File: src/rtl/imem_loader_pkg.sv
// Shared types and constants for the instruction-memory loader.
// State encodings are 4 bits wide to match the CPU-side debug bus.
package imem_loader_pkg;

    localparam int LDR_CSUM_W = 16;
    localparam int LDR_WORD_W = 16;
    localparam int LDR_BYTE_W = 8;

    typedef enum logic [3:0] {
        ST_IDLE  = 4'd0,
        ST_LEN_H = 4'd1,
        ST_LEN_L = 4'd2,
        ST_DAT_H = 4'd3,
        ST_DAT_L = 4'd4,
        ST_CHK_H = 4'd5,
        ST_CHK_L = 4'd6,
        ST_DONE  = 4'd7,
        ST_ERR   = 4'd8
    } ldr_state_e;

    function automatic logic is_receiving(input ldr_state_e s);
        return (s inside {ST_LEN_H, ST_LEN_L, ST_DAT_H, ST_DAT_L, ST_CHK_H, ST_CHK_L});
    endfunction

    // The second byte of every big-endian field completes a word.
    function automatic logic is_low_byte(input ldr_state_e s);
        return (s inside {ST_LEN_L, ST_DAT_L, ST_CHK_L});
    endfunction

endpackage

File: src/rtl/imem_loader_byte_pair_asm.sv
// Big-endian byte pair assembler shared by the length, data and checksum fields.
// The high byte is latched; the word is presented combinationally with the low byte.
module byte_pair_asm
    import imem_loader_pkg::*;
(
    input  logic                  clock,
    input  logic                  reset_n,
    input  logic                  accept_i,
    input  logic                  low_i,
    input  logic [LDR_BYTE_W-1:0] byte_i,
    output logic [LDR_WORD_W-1:0] word_o,
    output logic                  word_valid_o
);

    logic [LDR_BYTE_W-1:0] hi_q;

    always_ff @(negedge clock or negedge reset_n) begin
        if (!reset_n) begin
            hi_q <= '0;
        end else if (accept_i && !low_i) begin
            hi_q <= byte_i;
        end
    end

    always_comb begin
        word_o       = {hi_q, byte_i};
        word_valid_o = accept_i && low_i;
    end

endmodule

File: src/rtl/imem_loader.sv
// Framed byte-stream loader that fills instruction memory from word 0 and holds the
// CPU until a complete, checksum-valid program is in place. Updates on negedge clock.
module imem_loader
    import imem_loader_pkg::*;
#(
    parameter int ADDR_W = 10,
    parameter int DEPTH  = 1024
) (
    input  logic                  clock,
    input  logic                  reset_n,
    input  logic                  start,
    input  logic [LDR_BYTE_W-1:0] rx_data,
    input  logic                  rx_valid,
    output logic                  rx_ready,
    output logic                  imem_we,
    output logic [ADDR_W-1:0]     imem_addr,
    output logic [LDR_WORD_W-1:0] imem_wdata,
    output logic                  cpu_hold,
    output logic                  done,
    output logic                  error
);

    localparam int CNT_W = ADDR_W + 1;
    localparam logic [LDR_WORD_W:0] DEPTH_L = (LDR_WORD_W + 1)'(DEPTH);

    ldr_state_e              state_q, state_d;
    logic [CNT_W-1:0]        count_q, count_d;
    logic [CNT_W-1:0]        countInc;
    logic [LDR_CSUM_W-1:0]   sum_q, sum_d;
    logic [LDR_WORD_W-1:0]   len_q, len_d;
    logic                    we_q, we_d;
    logic [ADDR_W-1:0]       addr_q, addr_d;
    logic [LDR_WORD_W-1:0]   wdata_q, wdata_d;
    logic                    hold_q, hold_d;
    logic                    done_q, done_d;
    logic                    error_q, error_d;

    logic                    accept;
    logic [LDR_WORD_W-1:0]   pairWord;
    logic                    pairValid;

    assign accept   = rx_valid && is_receiving(state_q);
    assign countInc = count_q + CNT_W'(1);

    byte_pair_asm u_pair (
        .clock        (clock),
        .reset_n      (reset_n),
        .accept_i     (accept),
        .low_i        (is_low_byte(state_q)),
        .byte_i       (rx_data),
        .word_o       (pairWord),
        .word_valid_o (pairValid)
    );

    always_ff @(negedge clock or negedge reset_n) begin
        if (!reset_n) begin
            state_q <= ST_IDLE;
            count_q <= '0;
            sum_q   <= '0;
            len_q   <= '0;
            we_q    <= 1'b0;
            addr_q  <= '0;
            wdata_q <= '0;
            hold_q  <= 1'b1;
            done_q  <= 1'b0;
            error_q <= 1'b0;
        end else begin
            state_q <= state_d;
            count_q <= count_d;
            sum_q   <= sum_d;
            len_q   <= len_d;
            we_q    <= we_d;
            addr_q  <= addr_d;
            wdata_q <= wdata_d;
            hold_q  <= hold_d;
            done_q  <= done_d;
            error_q <= error_d;
        end
    end

    // The write strobe is registered at the low-byte edge, so the last word's strobe
    // lands in the first cycle of CHK_H.
    always_comb begin
        state_d = state_q;
        count_d = count_q;
        sum_d   = sum_q;
        len_d   = len_q;
        we_d    = 1'b0;
        addr_d  = addr_q;
        wdata_d = wdata_q;
        hold_d  = hold_q;
        done_d  = done_q;
        error_d = error_q;

        unique case (state_q)
            ST_IDLE, ST_DONE, ST_ERR: begin
                if (start) begin
                    state_d = ST_LEN_H;
                    count_d = '0;
                    sum_d   = '0;
                    done_d  = 1'b0;
                    error_d = 1'b0;
                    hold_d  = 1'b1;
                end
            end
            ST_LEN_H: begin
                if (accept) state_d = ST_LEN_L;
            end
            ST_LEN_L: begin
                if (pairValid) begin
                    len_d = pairWord;
                    if (pairWord == '0 || {1'b0, pairWord} > DEPTH_L) begin
                        state_d = ST_ERR;
                        error_d = 1'b1;
                    end else begin
                        state_d = ST_DAT_H;
                    end
                end
            end
            ST_DAT_H: begin
                if (accept) state_d = ST_DAT_L;
            end
            ST_DAT_L: begin
                if (pairValid) begin
                    sum_d   = sum_q + pairWord;
                    we_d    = 1'b1;
                    addr_d  = count_q[ADDR_W-1:0];
                    wdata_d = pairWord;
                    count_d = countInc;
                    if (LDR_WORD_W'(countInc) == len_q) state_d = ST_CHK_H;
                    else                                 state_d = ST_DAT_H;
                end
            end
            ST_CHK_H: begin
                if (accept) state_d = ST_CHK_L;
            end
            ST_CHK_L: begin
                if (pairValid) begin
                    if (pairWord == sum_q) begin
                        state_d = ST_DONE;
                        done_d  = 1'b1;
                        hold_d  = 1'b0;
                    end else begin
                        state_d = ST_ERR;
                        error_d = 1'b1;
                        hold_d  = 1'b1;
                    end
                end
            end
            default: state_d = ST_IDLE;
        endcase
    end

    always_comb begin
        rx_ready   = is_receiving(state_q);
        imem_we    = we_q;
        imem_addr  = addr_q;
        imem_wdata = wdata_q;
        cpu_hold   = hold_q;
        done       = done_q;
        error      = error_q;
    end

endmodule

File: config.mk
export PLATFORM = sky130hd
export DESIGN_NAME = imem_loader
export DESIGN_NICKNAME = d
export VERILOG_FILES = /design/src/rtl/imem_loader_pkg.sv /design/src/rtl/imem_loader_byte_pair_asm.sv /design/src/rtl/imem_loader.sv
export SDC_FILE = /design/constraint.sdc
export NUM_CORES = 1
export LEC_CHECK = 0
export CORE_ASPECT_RATIO = 1.4
export CORE_MARGIN = 2
export CORE_UTILIZATION = 45
export CTS_CLUSTER_SIZE = 24
export DETAILED_ROUTE_END_ITERATION = 8
export PLACE_DENSITY = 0.75
export REMOVE_ABC_BUFFERS = 1
export SKIP_LAST_GASP = 1
export SLEW_MARGIN = 20
export SYNTH_ARGS = -nofsm -noshare
export SYNTH_HDL_FRONTEND = slang
export SYNTH_SLANG_ARGS = --single-unit
File: constraint.sdc
create_clock -name clock -period 4.4 [get_ports clock]
set_input_delay 1.32 -clock clock [delete_from_list [all_inputs] [get_ports clock]]
set_output_delay 1.32 -clock clock [all_outputs]
set_load 0.02 [all_outputs]
==> summary.md <==
| Metric | Value |
|---|---|
| FF+latch count, synth | 85 |
| Ys Warns | 0 |
| Async SR Flop Fraction | 100.0% |
| Clock Latency Late Sink | 0.39 ns |
| Setup-failing EPs final | 49 |
| Slew @ Worst Pin | 0.4575 ns |
| Final ANT Viol Nets | 0 |
| Worst Path Max Fanout | 2 |
| Routed len/inst | 17.45 um |
| Die height | 124.1 um |
| First-pass DRT Iterations | 4 |
| Critical path class | in2reg |
| Cts hold-fix bufs | 0 |
| Switching Fraction | 39.91% |
| Ant diodes | 0 |
| H-tree depth reported by CTS | 3 |
| Register-to-Register Path Depth | 8 |
| Sequential share of the synthesized area | 45.91% |
| Slew Viols, Final | 0 |
| Grt met1 use | 26.12% |
| Starting DRT DRC Count | 293 |
| DIE WIDTH | 89.78 um |
| GR Util All Layers | 23.24% |
| RSZ-0062 raised after global routing | yes |
| Worst-path clk slew | 0.05 ns |
| Pleak | 0.003061 uW |
| Most Crowded Layer GR | met2 |
| Routed vias | 4,120 |
| Crit. End Element | flop |
| HP Class | reg2reg |
| Post-DP HPWL | 8.147 mm |
| CTS Root Cell | clkbuf_16 |
| Worst Clk Skew | 0.04554 ns |
| Synth top area cells | dfrtn_1, nand2_1, mux2_2 |
| Most frequent cells in the layout | nand2_1, dfrtn_1, buf_4, buf_6, mux2_2 |
| Post-route insts no fill | 738 |
| Port buffer count | 42 |
| Final WS setup | -0.6883 ns |
| Clock power frac | 16.8% |
| Post-synth EDFFs | 0 |
| Hold WS | 0.4262 ns |
| Seq pwr share | 29.4% |
| Comb pwr share | 53.8% |
| Final #Nets | 627 |
| Maxcap violations | 0 |
| Synth Area per Inst | 9.441 um^2 |
| Int Pwr | 2763 uW |
| Slew margin rel. | 69.44% |
| Via/cell ratio | 5.583 |
| Largest area contributor in the netlist | dfrtn_1 |
| Routability-driven placement congestion ratio | 0.8826 |
| Hold Fails Final Rpt | 0 |
| Layout cells sized above 1 | 37.65% |
| CTS Buffer Depth | 2 |
| Failing checks | setup timing |
| Most common cell after layout, fill and taps aside | nand2_1 |
| Row count | 43 |
| Initial antenna violation count | 0 |
| CTS tree | yes |
| Cell Area, Synth | 4636 um^2 |
| Largest net degree at the start of global routing | 44 |
| Met3 Usage GRT | 3.751% |
| Switch Pwr | 1835 uW |
| Initial Utilization | 46.57% |
| Met2 Resource Use GR | 41.90% |
| Top_reg_cell synth | dfrtn_1 |
| Required @ worst endpoint | 2.39 ns |
| VDD IR max | 290.9 uV |
| I/O pin count | 43 |
| Hold path cells | 1 |
| First-pass GRT wire length | 20.37 mm |
| Core box area | 9953 um^2 |
| Status | finished, violations left |
| CP Launch Type | input pin |
| Vias in the first global route | 4,141 |
| Share of the synthesized area in the top cell type | 45.34% |
| Congestion Overflow GR | 0 |
| Drt drc | 0 |
| Area added between synthesis and finish | 42.83% |
| Drt total wl | 12.88 mm |
| Total CTS buffers | 9 |
| Synth unique cells | 58 |
| Cells after synthesis | 491 |
| CTS sink cnt | 85 |
| Pre-CTS setup slack | -1.546 ns |
| Die ar. | 11,140 um^2 |
| Pwr per Cell Area | 694.4 nW/um^2 |
| Critical Path AT | 3.08 ns |
| Placed cells | 695 |
-- power groups by stage --
stage          combinational (uW)  sequential (uW)  clock (uW)
2_1_floorplan                1090             1380        2.84
3_3_place_gp                 1820             1310        2.84
6_report                     2470             1350         774
5_1_grt                      2660             1380         817
4_1_cts                      2160             1340         783
3_5_place_dp                 1870             1320        2.84
-- Yosys cell counts, types with 5 or more instances --
library cell / n
and3_1: 9
nor2b_1: 5
mux2_2: 21
xor2_1: 15
dfrtn_1: 84
or3_1: 5
nand3_1: 10
nor4_1: 6
nand2b_1: 7
ha_1: 16
o22ai_1: 5
buf_2: 11
o21ai_1: 7
inv_1: 6
nor3_1: 10
xnor2_1: 13
nand2_1: 115
o31ai_1: 6
nor2_1: 22
clkbuf_1: 14
o21ai_0: 28
a21oi_1: 14
-- worst max-delay path: stages --
cell      delay, ns
buf_12         0.10
ha_4           0.16
fa_2           0.37
a211oi_2       0.25
o21ai_2        0.09
a31oi_1        0.26
nand2_1        0.12
a31oi_2        0.19
xor2_1         0.16
o21ai_1        0.07
-- per-stage QoR --
stage	total power, uW	TNS [ns]	cell area, um^2	util, %
2_1_floorplan	2466	-47.80	4524	-
5_1_grt	4862	-12.02	6621	66.52
3_5_place_dp	3188	-70.46	5547	55.73
4_1_cts	4278	-9.162	6314	63.43
3_3_place_gp	3126	-68.62	5547	55.73
6_report	4598	-9.736	6621	66.52
-- metal layers --
| layer | vias to the layer above | part of all wire, % |
|---|---|---|
| met5 | - | 0 |
| met4 | 0 | 3.9 |
| met3 | 40 | 3.2 |
| met2 | 98 | 53 |
| met1 | 2043 | 40 |
| li1 | 1939 | - |
-- flip-flops by register name (all words and copies together) (netlist names) --
register     count
u_pair.hi_q      8
cpu_hold         1
sum_q           16
len_q           16
count_q         11
error            1
imem_we          1
imem_wdata      16
done             1
imem_addr       10
state_q          4
-- final timing paths --
check                           slack (ns)                        to                       start
worst max register to register        1.86     sum_q[15]$_DFFE_NN0P_  u_pair.hi_q[3]$_DFFE_NN0P_
worst max-delay path                 -0.69     sum_q[14]$_DFFE_NN0P_                  rx_data[0]
worst min-delay path                  0.43   count_q[10]$_DFFE_NN0P_     count_q[10]$_DFFE_NN0P_
worst min register to register        0.43   count_q[10]$_DFFE_NN0P_     count_q[10]$_DFFE_NN0P_
max in group asynchronous             0.91      len_q[7]$_DFFE_NN0P_                     reset_n
min in group asynchronous             2.94  imem_addr[4]$_DFFE_NN0P_                     reset_n
-- repair_timing --
item,CTS,global route
setup endpoints to repair,116,58
endpoints found under the hold margin,0,0
pin swaps,44,38
setup buffers,16,12
gates cloned,0,1
resized for setup,301,49
-- layout make-up --
| type | instances | area [um^2] |
|---|---|---|
| clock inverter | 7 | 73.82 |
| fill | 713 | 3332 |
| timing repair buffer | 122 | 1182 |
| multi-input combinational | 373 | 2816 |
| clock buffer | 10 | 229.0 |
| tap | 135 | 168.9 |
| sequential | 85 | 2128 |
| inverter | 6 | 22.52 |
-- cell families (layout without fill, tap and decap cells) --
kind of cell | Yosys count | count (layout) | synth area share (%)
compound gates | 95 | 95 | 13.44
mux | 25 | 25 | 6.046
simple gates | 207 | 207 | 21.11
fa+ha+maj | 17 | 17 | 4.750
buf+inv | 33 | 145 | 2.969
xor+xnor | 29 | 29 | 5.776
flops | 85 | 85 | 45.91
Power figures use the tool's default switching activity.
